===== src/rtl/ahb_lite_cmd_master.sv =====
// ---------------------------------------------------------------------------
// ahb_lite_cmd_master
//
// AHB-Lite bus master that turns a valid/ready command stream into single
// AHB-Lite transfers (one outstanding transfer) and returns the read data and
// error status on a valid/ready response channel. It sits beside the core on
// the system bus and is used to load memories and poke peripherals.
//
// Parameters
//   HPROT_VAL    constant driven on HPROT
//   CHECK_ALIGN  1: reject illegal size/alignment locally, 0: issue as given
//
// Ports
//   HCLK, HRESETn             bus clock, asynchronous active-low reset
//   cmd_valid/cmd_ready       command handshake
//   cmd_write/addr/size/wdata command fields (wdata right-justified)
//   rsp_valid/rsp_ready       response handshake
//   rsp_rdata, rsp_err        read data (right-justified, zero-extended), error
//   HADDR..HMASTLOCK, HWDATA  AHB-Lite master outputs
//   HRDATA, HREADY, HRESP     AHB-Lite slave responses
//
// Flow: IDLE -> ADDR -> DATA -> RESP -> IDLE. Every output is a register, so
// a zero-wait transfer takes four cycles from accept to the next accept.
// ---------------------------------------------------------------------------
module ahb_lite_cmd_master #(
    parameter logic [3:0] HPROT_VAL   = 4'b0011,
    parameter bit         CHECK_ALIGN = 1'b1
) (
    input  logic        HCLK,
    input  logic        HRESETn,
    input  logic        cmd_valid,
    output logic        cmd_ready,
    input  logic        cmd_write,
    input  logic [31:0] cmd_addr,
    input  logic [2:0]  cmd_size,
    input  logic [31:0] cmd_wdata,
    output logic        rsp_valid,
    input  logic        rsp_ready,
    output logic [31:0] rsp_rdata,
    output logic        rsp_err,
    output logic [31:0] HADDR,
    output logic [1:0]  HTRANS,
    output logic        HWRITE,
    output logic [2:0]  HSIZE,
    output logic [2:0]  HBURST,
    output logic [3:0]  HPROT,
    output logic        HMASTLOCK,
    output logic [31:0] HWDATA,
    input  logic [31:0] HRDATA,
    input  logic        HREADY,
    input  logic        HRESP
);

    localparam logic [1:0] HTRANS_IDLE   = 2'b00;
    localparam logic [1:0] HTRANS_NONSEQ = 2'b10;

    typedef enum logic [1:0] {
        S_IDLE = 2'd0,
        S_ADDR = 2'd1,
        S_DATA = 2'd2,
        S_RESP = 2'd3
    } state_e;

    state_e      state_q, state_d;
    logic        cmd_ready_q, cmd_ready_d;
    logic        rsp_valid_q, rsp_valid_d;
    logic [31:0] rsp_rdata_q, rsp_rdata_d;
    logic        rsp_err_q, rsp_err_d;
    logic [1:0]  htrans_q, htrans_d;
    logic [31:0] haddr_q, haddr_d;
    logic        hwrite_q, hwrite_d;
    logic [2:0]  hsize_q, hsize_d;
    logic [31:0] hwdata_q, hwdata_d;
    logic [31:0] wdata_q, wdata_d;

    // Size above word, or an address not aligned to the transfer size.
    function automatic logic is_illegal(input logic [1:0] a, input logic [2:0] sz);
        return (sz > 3'd2) || ((sz == 3'd1) && a[0]) || ((sz == 3'd2) && (a != 2'b00));
    endfunction

    // Replicate the right-justified write data onto every byte lane it may hit.
    function automatic logic [31:0] write_lanes(input logic [2:0] sz, input logic [31:0] d);
        logic [31:0] r;
        case (sz)
            3'd0:    r = {4{d[7:0]}};
            3'd1:    r = {2{d[15:0]}};
            default: r = d;
        endcase
        return r;
    endfunction

    // Pick the addressed lane out of HRDATA and right-justify it (little-endian).
    function automatic logic [31:0] read_lane(input logic [1:0] a, input logic [2:0] sz,
                                              input logic [31:0] d);
        logic [31:0] byte_sh;
        logic [31:0] half_sh;
        logic [31:0] r;
        byte_sh = d >> {a, 3'b000};
        half_sh = d >> {a[1], 4'b0000};
        case (sz)
            3'd0:    r = {24'h0, byte_sh[7:0]};
            3'd1:    r = {16'h0, half_sh[15:0]};
            default: r = d;
        endcase
        return r;
    endfunction

    always_comb begin
        // NOTE: every next-state value starts as a copy of its register so no
        // path through the case statement can leave one unassigned (no latches).
        state_d     = state_q;
        cmd_ready_d = cmd_ready_q;
        rsp_valid_d = rsp_valid_q;
        rsp_rdata_d = rsp_rdata_q;
        rsp_err_d   = rsp_err_q;
        htrans_d    = htrans_q;
        haddr_d     = haddr_q;
        hwrite_d    = hwrite_q;
        hsize_d     = hsize_q;
        hwdata_d    = hwdata_q;
        wdata_d     = wdata_q;

        case (state_q)
            S_IDLE: begin
                if (cmd_valid && cmd_ready_q) begin
                    cmd_ready_d = 1'b0;
                    wdata_d     = cmd_wdata;
                    if (CHECK_ALIGN && is_illegal(cmd_addr[1:0], cmd_size)) begin
                        // Rejected locally: answer straight away, bus stays idle.
                        state_d     = S_RESP;
                        rsp_valid_d = 1'b1;
                        rsp_err_d   = 1'b1;
                        rsp_rdata_d = '0;
                    end else begin
                        state_d  = S_ADDR;
                        htrans_d = HTRANS_NONSEQ;
                        haddr_d  = cmd_addr;
                        hwrite_d = cmd_write;
                        hsize_d  = cmd_size;
                    end
                end
            end
            S_ADDR: begin
                // The address phase completes only when the bus is ready.
                if (HREADY) begin
                    state_d  = S_DATA;
                    htrans_d = HTRANS_IDLE;
                    if (hwrite_q) begin
                        hwdata_d = write_lanes(hsize_q, wdata_q);
                    end
                end
            end
            S_DATA: begin
                // HREADY low (plain wait or first error cycle) holds everything.
                if (HREADY) begin
                    state_d     = S_RESP;
                    rsp_valid_d = 1'b1;
                    rsp_err_d   = HRESP;
                    rsp_rdata_d = (!hwrite_q && !HRESP) ? read_lane(haddr_q[1:0], hsize_q, HRDATA)
                                                        : '0;
                end
            end
            S_RESP: begin
                if (rsp_ready) begin
                    state_d     = S_IDLE;
                    rsp_valid_d = 1'b0;
                    cmd_ready_d = 1'b1;
                end
            end
            default: begin
                state_d = S_IDLE;
            end
        endcase
    end

    // Every register, including the command latch, returns to a known value so
    // a reset in the middle of a transfer leaves nothing half-issued.
    always_ff @(posedge HCLK or negedge HRESETn) begin
        if (!HRESETn) begin
            state_q     <= S_IDLE;
            cmd_ready_q <= 1'b1;
            rsp_valid_q <= 1'b0;
            rsp_rdata_q <= '0;
            rsp_err_q   <= 1'b0;
            htrans_q    <= HTRANS_IDLE;
            haddr_q     <= '0;
            hwrite_q    <= 1'b0;
            hsize_q     <= '0;
            hwdata_q    <= '0;
            wdata_q     <= '0;
        end else begin
            // NOTE: non-blocking assignments so every register samples the
            // pre-edge values, independent of statement order.
            state_q     <= state_d;
            cmd_ready_q <= cmd_ready_d;
            rsp_valid_q <= rsp_valid_d;
            rsp_rdata_q <= rsp_rdata_d;
            rsp_err_q   <= rsp_err_d;
            htrans_q    <= htrans_d;
            haddr_q     <= haddr_d;
            hwrite_q    <= hwrite_d;
            hsize_q     <= hsize_d;
            hwdata_q    <= hwdata_d;
            wdata_q     <= wdata_d;
        end
    end

    assign cmd_ready = cmd_ready_q;
    assign rsp_valid = rsp_valid_q;
    assign rsp_rdata = rsp_rdata_q;
    assign rsp_err   = rsp_err_q;
    assign HTRANS    = htrans_q;
    assign HADDR     = haddr_q;
    assign HWRITE    = hwrite_q;
    assign HSIZE     = hsize_q;
    assign HWDATA    = hwdata_q;
    assign HBURST    = 3'b000;
    assign HPROT     = HPROT_VAL;
    assign HMASTLOCK = 1'b0;

endmodule


===== config.mk =====
export PLATFORM = sky130hd
export DESIGN_NAME = ahb_lite_cmd_master
export DESIGN_NICKNAME = d
export VERILOG_FILES = /design/src/rtl/ahb_lite_cmd_master.sv
export SDC_FILE = /design/constraint.sdc
export NUM_CORES = 1
export LEC_CHECK = 0
export ABC_AREA = 1
export CAP_MARGIN = 20
export CORE_ASPECT_RATIO = 1.5
export CORE_UTILIZATION = 49
export CTS_CLUSTER_DIAMETER = 60
export DETAILED_ROUTE_END_ITERATION = 10
export GPL_TIMING_DRIVEN = 0
export PLACE_DENSITY = 0.85
export SETUP_SLACK_MARGIN = 0.5
export SLEW_MARGIN = 20
export SYNTH_ARGS = -nofsm -noshare
export SYNTH_HDL_FRONTEND = slang
export SYNTH_SLANG_ARGS = --single-unit

===== constraint.sdc =====
create_clock -name HCLK -period 3 [get_ports HCLK]
set_clock_uncertainty 0.15 [all_clocks]
set_input_delay 0.3 -clock HCLK [delete_from_list [all_inputs] [get_ports HCLK]]
set_output_delay 0.3 -clock HCLK [all_outputs]
set_load 0.01 [all_outputs]

## Word level (Yosys, flattened, before mapping)

Cells that the tools add are included.

- Bits in registers: 139

- Bitwise logic cells: 1
- Eq/ne operators: 12
- $lt $le $gt $ge: 1
- Shift operators: 2
- Reductions and logical operators: 23
- Muxes and demuxes: 27

Operators by type and width:

| operator | count |
|---|---|
| 32-bit one-hot mux with 2 select lines | 3 |
| 32-bit two-way mux | 4 |
| 32-bit by 5-bit right shift with 16-bit output | 1 |
| 32-bit by 5-bit right shift with 8-bit output | 1 |
| 2-bit two-way mux | 8 |
| 2-bit inequality test, second input constant | 6 |
| 4-bit AND reduction | 3 |
| 3-bit AND reduction | 3 |
| 2-bit one-hot mux with 4 select lines | 1 |
| 2-bit nonzero test | 4 |
| 1-bit two-way mux | 7 |
| 3-bit by 1-bit equality test with 1-bit output, second input constant | 2 |
| 5-bit AND reduction | 1 |
| 2-bit equality test, second input constant | 2 |
| 1-bit logical AND | 4 |
| 1-bit one-hot mux with 2 select lines | 2 |
| 2-bit one-hot mux with 2 select lines | 1 |
| 3-bit by 2-bit equality test with 1-bit output, second input constant | 1 |
| 3-bit by 2-bit > comparator with 1-bit output, second input constant | 1 |
| 3-bit logical NOT | 1 |
| 1-bit one-hot mux with 3 select lines | 1 |
| 3-bit nonzero test | 1 |
| 2-bit by 1-bit equality test with 1-bit output, second input constant | 1 |
| 1-bit logical NOT | 2 |
| 4 further kinds | 5 |

## Logic depth before layout (Yosys ltp)

Gate-level depths: netlist of the first run.

- Depth in word-level cells: 7
- Mapped depth: 11
- Mapped depth without buffers: 9

## Least setup slack after synthesis of the first run

OpenSTA, ideal clock, no wires.

- Kind: flip-flop to flip-flop
- Start point: reg state_q[0]
- End point: reg rsp_rdata_q[13] (netlist: rsp_rdata[13])
- Path buffers: 3
- Arrival time: 1,497 ps
- Stages on the path, launching flop included: 12
- Data required time: 2,731 ps
- Path slack: 1,233 ps
- Cells stage by stage: dfrtp_1 inv_1 ha_1 buf_4 inv_1 o21ai_1 inv_2 nand2_2 buf_6 buf_6 nand2_1 o21ai_2

- Cells in the longest elaborated chain, start to end: 3
- Elaborated cells between the ends (all ways): 8
- Classes of those cells: eq/ne: 4; mux: 1; reduce/logical: 3

RTL lines:

| item | RTL line | text |
|---|---|---|
| from (decl) | 64 | `state_e state_q, state_d;` |
| from (signal assigned) | 194 | `state_q <= state_d;` |
| 2-bit equality test / 2-bit logical NOT (equally long branches) | 123 | `case (state_q)` |
| 2-bit inequality test (no line) / 2-bit nonzero test (equally long branches) | - |  |
| 4-bit AND reduction (no line) | - |  |
| to (signal assigned) | 197 | `rsp_rdata_q <= rsp_rdata_d;` |
| to (decl) | 67 | `logic [31:0] rsp_rdata_q, rsp_rdata_d;` |

Several ways; a longest one is shown, not always the timed one.
A chain may end at the register's enable or synchronous reset.

## Worst setup path in the final report of the first run

- Start point: reg state_q[0]
- End point: reg hwrite_q (netlist: HWRITE)

- Cells in the longest elaborated chain, start to end: 2

RTL lines:

| item | RTL line | text |
|---|---|---|
| 2-bit logical NOT | 123 |  |
| 3-bit AND reduction (no line) | - |  |
| to (signal assigned) | 201 | `hwrite_q <= hwrite_d;` |
| to (decl) | 71 | `logic hwrite_q, hwrite_d;` |

No other way between the ends.

==> summary.md, run 1 <==
| Metric | Value |
|---|---|
| RSZ-0062 raised after global routing | `false` |
| IO Count | `219` |
| CTS H-tree depth | `4` |
| Vias | `6,383` |
| Highest-count cells in the layout ignoring fill and taps | `nand2_1, clkdlybuf4s50_1, dfrtp_1, o21ai_0, inv_1` |
| Yosys warning count | `0` |
| Post-Synth XOR/XNOR Area | `0` |
| Adder-cell share of the synthesized area | `0.00973` |
| RePlAce Congestion | `0.941` |
| Max cap viols | `0` |
| Period utilization | `0.711` |
| DR WL/cell | `16.3 microns` |
| Critical path launch point type | `register` |
| Post-synth cell types | `26` |
| Worst Tran Pin Value | `0.623 ns` |
| GRT Total Usage | `0.296` |
| Worst r2r path cells | `10` |
| Critical R2R Capture | `HWRITE` |
| CTS tree | `yes` |
| Antenna-violating nets left | `0` |
| Dpl cells | `1,181` |
| Drt initial violations | `381` |
| Crit path arrival time | `2.33 ns` |
| Number of global-route vias before repair | `6,251` |
| Final hold vios | `0` |
| Max Freq | `469 MHz` |
| Setup-failing EPs final | `0` |
| TritonCTS buffer count | `17` |
| Compound-Gate Fraction of Synth Area | `0.0883` |
| Crit path cell chain | `inv_1 > ha_1 > inv_2 > nor2_4 > inv_2 > nor2_4 > buf_4 > buf_6 > nand2_1 > nand2_1` |
| Clk sinks | `138` |
| Place WS | `0.660 ns` |
| Min Tclk post-route | `2.13 ns` |
| Post-route design area | `9390 sq um` |
| Worst R2R Start | `state_q[0]` |
| GR Overflow Total | `0` |
| End of the critical path | `HWRITE` |
| HP Class | `in2async` |
| Max transition margin | `0.583` |
| Dpl hpwl | `14,700 microns` |
| Most common cell after layout, fill and taps aside | `nand2_1` |
| Slew Limit Fails | `0` |
| Fin Setup TNS | `0 ns` |
| Core region area | `12,600 sq um` |
| Die Ht | `142 microns` |
| Seq/Total Area, Yosys | `0.537` |
| Global-route wire length before repair | `30,000 microns` |
| Reg-to-reg slack, setup | `0.87 ns` |
| PD cells | `960 nW/um^2` |
| Flops & latches, synth | `138` |
| Final hold slack | `0.265 ns` |
| Cell Area, Placed | `8780 sq um` |
| Inserted Diodes | `0` |
| Setup CP Type | `reg2reg` |
| Setup ws final | `0.867 ns` |
| Mapped Cells | `808` |
| Post-Syn Area | `6430 sq um` |
| Largest family of logic cells by synthesized area | `simple AND/OR/NAND/NOR gates` |
| Pleak | `4.57 nW` |
| Avg Vias per Cell | `5.26` |
| Detailed Routing Iterations Pass 1 | `6` |
| Run status | `completed` |
| Die area | `13,600 sq um` |
| Initial antenna violation count | `0` |
| Critical Path End Type | `register` |
| Pin count of the biggest net entering global routing | `85` |
| Max clock buf depth | `2` |
| Slowest-stage cell, CP | `dfrtp_1` |
| Remaining DRCs | `0` |
| Crit path max fanout | `10` |
| Share of post-route cells with drive strength above 1 | `0.0851` |
| CP Data Required Time | `3.20 ns` |
| Die X | `95.6 microns` |
| Routed Wire Length | `19,700 microns` |
| I/O Buffers | `209` |
| Fin cells | `1,213` |
| Max incr delay on CP | `0.41 ns` |
| Initial core utilization | `0.509` |
| Worst Setup SP | `state_q[0]` |
| Layout area overhead | `46.0%` |
| Clock transition at path regs | `0.06 ns` |
| Layout Nets | `1,156` |
| Clock tree root buffer cell | `clkbuf_16` |
| Site row count | `50` |
| Mux cell area share after synthesis | `0` |
| Clock Latency Late Sink | `0.42 ns` |
| Area share of and/or/nand/nor cells after synthesis | `0.298` |
| Worst VDD drop | `470 uV` |
| Syn_area_per_cell | `7.96 sq um` |
layout make-up:
type                       count  area (sq um)
buffer                        50           275
clock buffer                  22           484
fill                        1000          3250
multi-input combinational    587          2580
tap                          156           195
inverter                      40           150
sequential                   138          3450
clock inverter                 9           111
timing repair buffer         211          2130
state kept, by name, indices dropped and copies added (netlist names):
name and flops:
HADDR 32, HTRANS 1, state_q 2, HWDATA 32
HSIZE 3, wdata_q 32, rsp_rdata 32, rsp_err 1
cmd_ready 1, rsp_valid 1, HWRITE 1
through the flow:
step | power [W] | utilization
detailed placement | 0.00688 | 0.695
global route | 0.00954 | 0.743
finish | 0.00901 | 0.743
CTS | 0.00902 | 0.743
floorplan | 0.00496 | -
global placement | 0.00677 | 0.692
power by group:
group / switching (W) / leakage, nW / internal, W
combinational: 0.00215 / 2.46 / 0.00171
sequential: 0.000464 / 1.81 / 0.00258
clock: 0.000801 / 0.289 / 0.00131
total: 0.00341 / 4.57 / 0.00560
synth_stat cells, drive strengths merged:
library cell | instances | share of area
dfrtp | 137 | 0.53
dfstp | 1 | 0.0041
ha | 5 | 0.0097
a21oi | 9 | 0.0070
inv | 40 | 0.023
nand2 | 382 | 0.23
clkbuf | 21 | 0.012
conb | 2 | 0.0012
o21ai | 94 | 0.079
nor3 | 2 | 0.0016
buf | 29 | 0.031
nor2 | 18 | 0.013
nand3 | 34 | 0.026
o211ai | 2 | 0.0023
nand4 | 25 | 0.024
or2 | 7 | 0.0068
worst min path at each step:
stage                       startpoint            end  cells past startpoint
after global routing      cmd_wdata[4]     wdata_q[4]                      3
after detailed placement       HRESETn  rsp_rdata[12]                      1
after global placement     wdata_q[20]    wdata_q[20]                      2
after CTS                      HRESETn  rsp_rdata[12]                      2
final                          HRESETn  rsp_rdata[12]                      2
after floorplan                HRESETn       HADDR[0]                      0
layer usage:
metal | part of all wire | global-route usage
met1 | 0.35 | 0.319
met5 | 0 | 0
met4 | 0.058 | 0.206
met2 | 0.52 | 0.513
met3 | 0.073 | 0.0556
kinds of logic (layout without fill, tap and decap cells):
kind of cell / count (synthesis) / in the layout
and+or+nand+nor: 468 / 468
adders and majority gates: 5 / 5
DFF: 138 / 138
other: 2 / 9
AOI/OAI and AO/OA: 105 / 105
buffers and inverters: 90 / 332
worst max-delay path, delay by kind of cell, from the launching register on:
kind                     cells  cell delay, ns
buffers and inverters        5            0.71
AND/OR/NAND/NOR              4            0.51
adder cells (fa/ha/maj)      1            0.29
flip-flops                   1            0.41
repair_timing:
action                     4_1_cts  5_1_grt
hold buffers                     1        0
hold endpoints to repair        54        0
setup buffers                    0        0
setup endpoints to repair        0        1
resized for setup                0        1
No activity file was read; power rests on OpenSTA's default activity.
==> run 2: changes to the inputs <==
CORE_UTILIZATION = 41   (was 49)
PLACE_DENSITY = 0.76   (was 0.85)
clock period = 1.75 ns   (was 3 ns; I/O delays follow)
==> summary.md, run 2 (same netlist as run 1, synthesis figures left out) <==
| Metric | Value |
|---|---|
| IO Count | `219 (unchanged)` |
| Routed Wire Length | `21,000 microns (+6.6%)` |
| TritonCTS buffer count | `17 (unchanged)` |
| Slew Limit Fails | `0 (unchanged)` |
| Initial antenna violation count | `1 (+1)` |
| Die area | `16,200 sq um (+19%)` |
| Antenna-violating nets left | `0 (unchanged)` |
| Setup-failing EPs final | `0 (unchanged)` |
| Initial core utilization | `0.423 (-0.0861)` |
| Max transition margin | `0.629 (+0.0467)` |
| Int Pwr | `0.0108 W (+93%)` |
| CTS tree | `yes` |
| Fin cells | `1,323 (+9.1%)` |
| CP Data Required Time | `1.94 ns (-1.26 ns)` |
| Dpl cells | `1,224 (+3.6%)` |
| PD cells | `1680 nW/um^2 (+75%)` |
| Min Tclk post-route | `1.75 ns (-0.386 ns)` |
| Remaining DRCs | `0 (unchanged)` |
| Site row count | `55 (+10%)` |
| Period utilization | `0.998 (+0.287)` |
| Detailed Routing Iterations Pass 1 | `6 (unchanged)` |
| Dpl hpwl | `14,900 microns (+1.7%)` |
| Combinational share of power | `0.488 (+0.060)` |
| Final hold vios | `0 (unchanged)` |
| Finished Core Util | `0.681 (-0.0624)` |
| Worst Tran Pin Value | `0.556 ns (-0.0667 ns)` |
| Final hold slack | `0.113 ns (-0.153 ns)` |
| Sw Pwr | `0.00659 W (+93%)` |
| Pleak | `5.29 nW (+16%)` |
| Setup CP Type | `reg2reg` |
| Crit path max fanout | `10 (unchanged)` |
| Number of global-route vias before repair | `6,345 (+1.5%)` |
| Place WS | `-0.449 ns (-1.11 ns)` |
| Most common cell after layout, fill and taps aside | `nand2_1` |
| GR Overflow Total | `0 (unchanged)` |
| Global-route wire length before repair | `32,100 microns (+6.9%)` |
| Vias | `6,551 (+2.6%)` |
| Die Ht | `155 microns (+9.2%)` |
| Sequential share of power | `0.304 (-0.034)` |
| Critical Path End Type | `register` |
| Share of post-route cells with drive strength above 1 | `0.257 (+0.172)` |
| Pin count of the biggest net entering global routing | `85 (unchanged)` |
| Avg Vias per Cell | `4.95 (-5.9%)` |
| Core region area | `15,200 sq um (+20%)` |
| I/O Buffers | `209 (unchanged)` |
| RSZ-0062 raised after global routing | `true` |
| Die X | `104 microns (+9.1%)` |
| Layout area overhead | `60.9%` |
| Layout Nets | `1,222 (+5.7%)` |
| Clk sinks | `138 (unchanged)` |
| Run status | `completed` |
| Clock Latency Late Sink | `0.41 ns (about the same)` |
| Clock tree root buffer cell | `clkbuf_16` |
| Max Freq | `572 MHz (+22%)` |
| Critical path launch point type | `register` |
| DR WL/cell | `15.9 microns (-2.2%)` |
| Switch share | `0.379 (+0.000601)` |
| Drt initial violations | `455 (+19%)` |
| Max cap viols | `0 (unchanged)` |
| Max clock buf depth | `2 (unchanged)` |
| Clock transition at path regs | `0.06 ns (about the same)` |
| Setup ws final | `0.00292 ns (-0.864 ns)` |
| HP Class | `in2async` |
| Worst VDD drop | `874 uV (+86%)` |
| CTS H-tree depth | `4 (unchanged)` |
| Power share of the clock group | `0.208 (-0.026)` |
| GRT Total Usage | `0.257 (-0.0389)` |
| Highest-count cells in the layout ignoring fill and taps | `nand2_1, clkdlybuf4s50_1, dfrtp_1, buf_4, o21ai_0` |
| Crit path arrival time | `1.94 ns (-0.39 ns)` |
| RePlAce Congestion | `0.940 (about the same)` |
## run 2: what timing repair did
item / in CTS / in global routing
hold endpoints to repair: 65 / 0
gates resized for setup: 111 / 241
endpoints found under the setup margin: 242 / 326
pin swaps: 6 / 7
gates cloned: 5 / 0
hold buffers: 1 / 0
buffers inserted: 26 / 35
## run 2: path summary, 6_finish.rpt
check	start	endpoint	slack [ns]	cells after the start
max in group asynchronous	HRESETn	HWDATA[25]	0.59	3
min reg2reg	wdata_q[20]	wdata_q[20]	0.31	2
min in group HCLK	cmd_write	HWRITE	0.14	3
max	state_q[0]	rsp_rdata[13]	0.003	11
max reg2reg	state_q[0]	rsp_rdata[13]	0.003	11
min	HRESETn	rsp_rdata[18]	0.11	2
## run 2: critical path, stage by stage, from the launching register on
cell and delay, ns:
dfrtp_1 0.40, inv_2 0.12, ha_4 0.15, buf_8 0.13
inv_8 0.04, o21ai_4 0.14, inv_4 0.07, nand2_8 0.09
buf_8 0.14, buf_12 0.14, nand2_2 0.06, o21ai_2 0.05
## run 2: power by group through the flow
stage / clock [W] / combinational (W) / sequential [W]
after global placement: 0 / 0.00665 / 0.00526
after floorplan: 0 / 0.00321 / 0.00553
after detailed placement: 0 / 0.00676 / 0.00528
after CTS: 0.00366 / 0.00806 / 0.00525
final: 0.00361 / 0.00849 / 0.00528
after global routing: 0.00382 / 0.00913 / 0.00539
## run 2: area by class of cell
cell class                 count  area (sq um)
inverter                      40           175
clock buffer                  21           440
antenna                        1          2.50
fill                        1237          4860
tap                          199           249
multi-input combinational    587          2810
sequential                   138          3460
buffer                        50           505
clock inverter                10           144
timing repair buffer         277          2560
## run 2: stage by stage
stage                     power [W]  instance area, sq um  setup TNS (ns)
final                        0.0174                 10300               0
after global routing         0.0183                 10300           -2.88
after CTS                    0.0170                 10200               0
after detailed placement     0.0120                  9000          -18.04
after global placement       0.0119                  8970         -723.43
after floorplan             0.00873                  6630               0
## run 2: metal layers
layer	wire, microns	GRT usage	up-vias
met1	7890	0.282	3057
li1	-	-	3181
met3	989	0.0461	46
met4	909	0.152	0
met2	11200	0.463	267
met5	0	0	-
==> run 3: changes to the inputs <==
CORE_UTILIZATION = 49   (was 41)
MAX_ROUTING_LAYER = met4   (was default)
PLACE_DENSITY = 0.85   (was 0.76)
clock period = 2.1 ns   (was 1.75 ns; I/O delays follow)
==> summary.md, run 3 (same netlist as run 1, synthesis figures left out) <==
| Metric | Value |
|---|---|
| Run status | `completed` |
| Pleak | `5.79 nW (+9.4%)` |
| Worst Setup SP | `HADDR[0]` |
| Clock tree root buffer cell | `clkbuf_16` |
| Crit path max fanout | `10 (unchanged)` |
| PD cells | `1420 nW/um^2 (-15%)` |
| Die Ht | `142 microns (-8.4%)` |
| GR Overflow Total | `0 (unchanged)` |
| Reg-to-reg slack, setup | `0.13 ns (+0.13 ns)` |
| IO Count | `219 (unchanged)` |
| Max clock buf depth | `2 (unchanged)` |
| Fin cells | `1,272 (-3.9%)` |
| Slew Limit Fails | `0 (unchanged)` |
| Worst R2R Start | `HADDR[0]` |
| CTS tree | `yes` |
| RSZ-0062 raised after global routing | `true` |
| Clk sinks | `138 (unchanged)` |
| DR WL/cell | `21.1 microns (+33%)` |
| Crit path cell chain | `clkbuf_1 > nand2_1 > nand2_1 > nand2_1 > nand3_1 > nand3_1 > nand4_1 > nand2_1` |
| Top Layer Used | `met4` |
| Critical path launch point type | `register` |
| Setup-failing EPs final | `0 (unchanged)` |
| Routed Wire Length | `26,800 microns (+28%)` |
| Sw Pwr | `0.00647 W (-1.8%)` |
| GRT Total Usage | `0.356 (+0.0982)` |
| Setup CP Type | `reg2reg` |
| Sequential share of power | `0.289 (-0.015)` |
| Die X | `95.6 microns (-8.4%)` |
| Crit path arrival time | `2.13 ns (+0.19 ns)` |
| Combinational share of power | `0.498 (+0.010)` |
| Most common cell after layout, fill and taps aside | `nand2_1` |
| Detailed Routing Iterations Pass 1 | `7 (+1)` |
| Int Pwr | `0.00933 W (-14%)` |
| Worst Tran Pin Value | `0.517 ns (-0.0385 ns)` |
| Clock Latency Late Sink | `0.42 ns (about the same)` |
| Drt initial violations | `679 (+49%)` |
| HP Class | `in2reg` |
| Number of global-route vias before repair | `6,805 (+7.2%)` |
| RePlAce Congestion | `1.00 (+6.6%)` |
| Switch share | `0.409 (+0.0306)` |
| Max Freq | `508 MHz (-11%)` |
| Power share of the clock group | `0.213 (+0.005)` |
| Pin count of the biggest net entering global routing | `71 (-16%)` |
| I/O Buffers | `209 (unchanged)` |
| Worst VDD drop | `808 uV (-7.6%)` |
| Routed wl met3 | `2480 microns (+150%)` |
| Final hold vios | `0 (unchanged)` |
| CTS H-tree depth | `4 (unchanged)` |
| TritonCTS buffer count | `17 (unchanged)` |
| Max cap viols | `0 (unchanged)` |
| Highest-count cells in the layout ignoring fill and taps | `nand2_1, dfrtp_1, nand2_2, clkdlybuf4s50_1, dlygate4sd2_1` |
| Antenna-violating nets left | `0 (unchanged)` |
| Cell mode on critical path | `nand2_1` |
| Finished Core Util | `0.881 (+0.200)` |
| Max transition margin | `0.651 (+0.0220)` |
| Min-delay src | `cmd_addr[8]` |
| Routed met2 length | `13,500 microns (+20%)` |
| Vias | `7,334 (+12%)` |
| Sequential Area | `3460 sq um (about the same)` |
| Site row count | `50 (-9.1%)` |
| Layout area overhead | `73.0%` |
| Multi-input logic area | `3360 sq um (+20%)` |
| CP Data Required Time | `2.26 ns (+0.32 ns)` |
| Max incr delay on CP | `0.43 ns (+0.03 ns)` |
| Remaining DRCs | `0 (unchanged)` |
| Setup ws final | `0.130 ns (+0.127 ns)` |
| Avg Vias per Cell | `5.77 (+16%)` |
| Fin Setup TNS | `0 ns (unchanged)` |
| Global-route wire length before repair | `34,700 microns (+8.3%)` |
| Min Tclk post-route | `1.97 ns (+0.223 ns)` |
| Place WS | `-0.0965 ns (+0.353 ns)` |
| Dpl cells | `1,181 (-3.5%)` |
| Clock transition at path regs | `0.06 ns (about the same)` |
| WL met1 | `8730 microns (+11%)` |
| Fill count | `585 (-53%)` |
| Period utilization | `0.938 (-0.0601)` |
| Share of post-route cells with drive strength above 1 | `0.318 (+0.0608)` |
| WP buf/inv | `1 (-5)` |
| Largest delay share family, worst path | `simple AND/OR/NAND/NOR gates` |
| Critical Path End Type | `register` |
| Inserted Diodes | `0 (-1)` |
| Dpl hpwl | `14,600 microns (-2.2%)` |
| Die area | `13,600 sq um (-16%)` |
| Initial core utilization | `0.509 (+0.0861)` |
| Slowest-stage cell, CP | `dfrtp_1` |
| Core region area | `12,600 sq um (-17%)` |
| Layout Nets | `1,214 (-0.65%)` |
| Initial antenna violation count | `0 (-1)` |
==> run 3: cell types whose count changed in the layout (fill, tap and decap cells not counted), sizes merged <==
| cell | previous run | this run |
|---|---|---|
| diode | 1 | 0 |
| inv | 42 | 40 |
| buf | 138 | 90 |
| clkbuf | 65 | 43 |
| dlymetal6s2s | 5 | 0 |
| bufbuf | 1 | 0 |
| clkdlybuf4s50 | 138 | 104 |
| dlygate4sd2 | 0 | 103 |
| bufinv | 3 | 5 |
==> run 3: routing by layer <==
| metal | vias up | GRT usage |
|---|---|---|
| met1 | 3458 | 0.371 |
| met4 | 0 | 0.233 |
| met3 | 174 | 0.0732 |
| met5 | - | - |
| li1 | 3164 | - |
| met2 | 538 | 0.597 |
==> run 3: worst paths after layout <==
path                            endpoint  cells past startpoint
max                         rsp_rdata[5]                      8
min                             HADDR[8]                      3
max reg2reg                 rsp_rdata[5]                      8
min reg2reg                    HADDR[12]                      2
max in group asynchronous     wdata_q[1]                      3
min in group asynchronous  rsp_rdata[12]                      2
==> run 3: power groups by stage <==
stage,clock network (W),registers [W],logic (W)
2_1_floorplan,0,0.00460,0.00262
3_3_place_gp,0,0.00435,0.00544
3_5_place_dp,0,0.00437,0.00558
4_1_cts,0.00332,0.00438,0.00650
5_1_grt,0.00347,0.00467,0.00838
6_report,0.00337,0.00456,0.00787
==> run 3: area by class of cell <==
class	instances	share of cell area
sequential	138	0.311
timing repair buffer	269	0.248
clock inverter	10	0.0171
multi-input combinational	587	0.302
tap	156	0.0175
buffer	50	0.0465
clock buffer	22	0.0417
inverter	40	0.0160
==> run 3: worst reg2reg max path, delay by kind of cell (launching register included) <==
family,cells,cell delay (ns)
and+or+nand+nor,7,0.84
DFF,1,0.43
buffers and inverters,1,0.43
==> run 3: stage by stage <==
stage | power, W | cell area [sq um] | hold WS [ns]
after floorplan | 0.00722 | 6550 | -0.236
after global placement | 0.00979 | 8830 | 0.299
after detailed placement | 0.00995 | 8870 | 0.0520
after CTS | 0.0142 | 10200 | 0.170
after global routing | 0.0165 | 11100 | 0.188
final | 0.0158 | 11100 | 0.172
==> run 3: repair_timing <==
action / 4_1_cts / 5_1_grt
endpoints found under the hold margin: 68 / 0
gates resized for setup: 279 / 233
endpoints found under the setup margin: 241 / 139
setup buffers: 28 / 13
pin swaps: 23 / 60
cloned: 7 / 10
hold buffers: 1 / 0
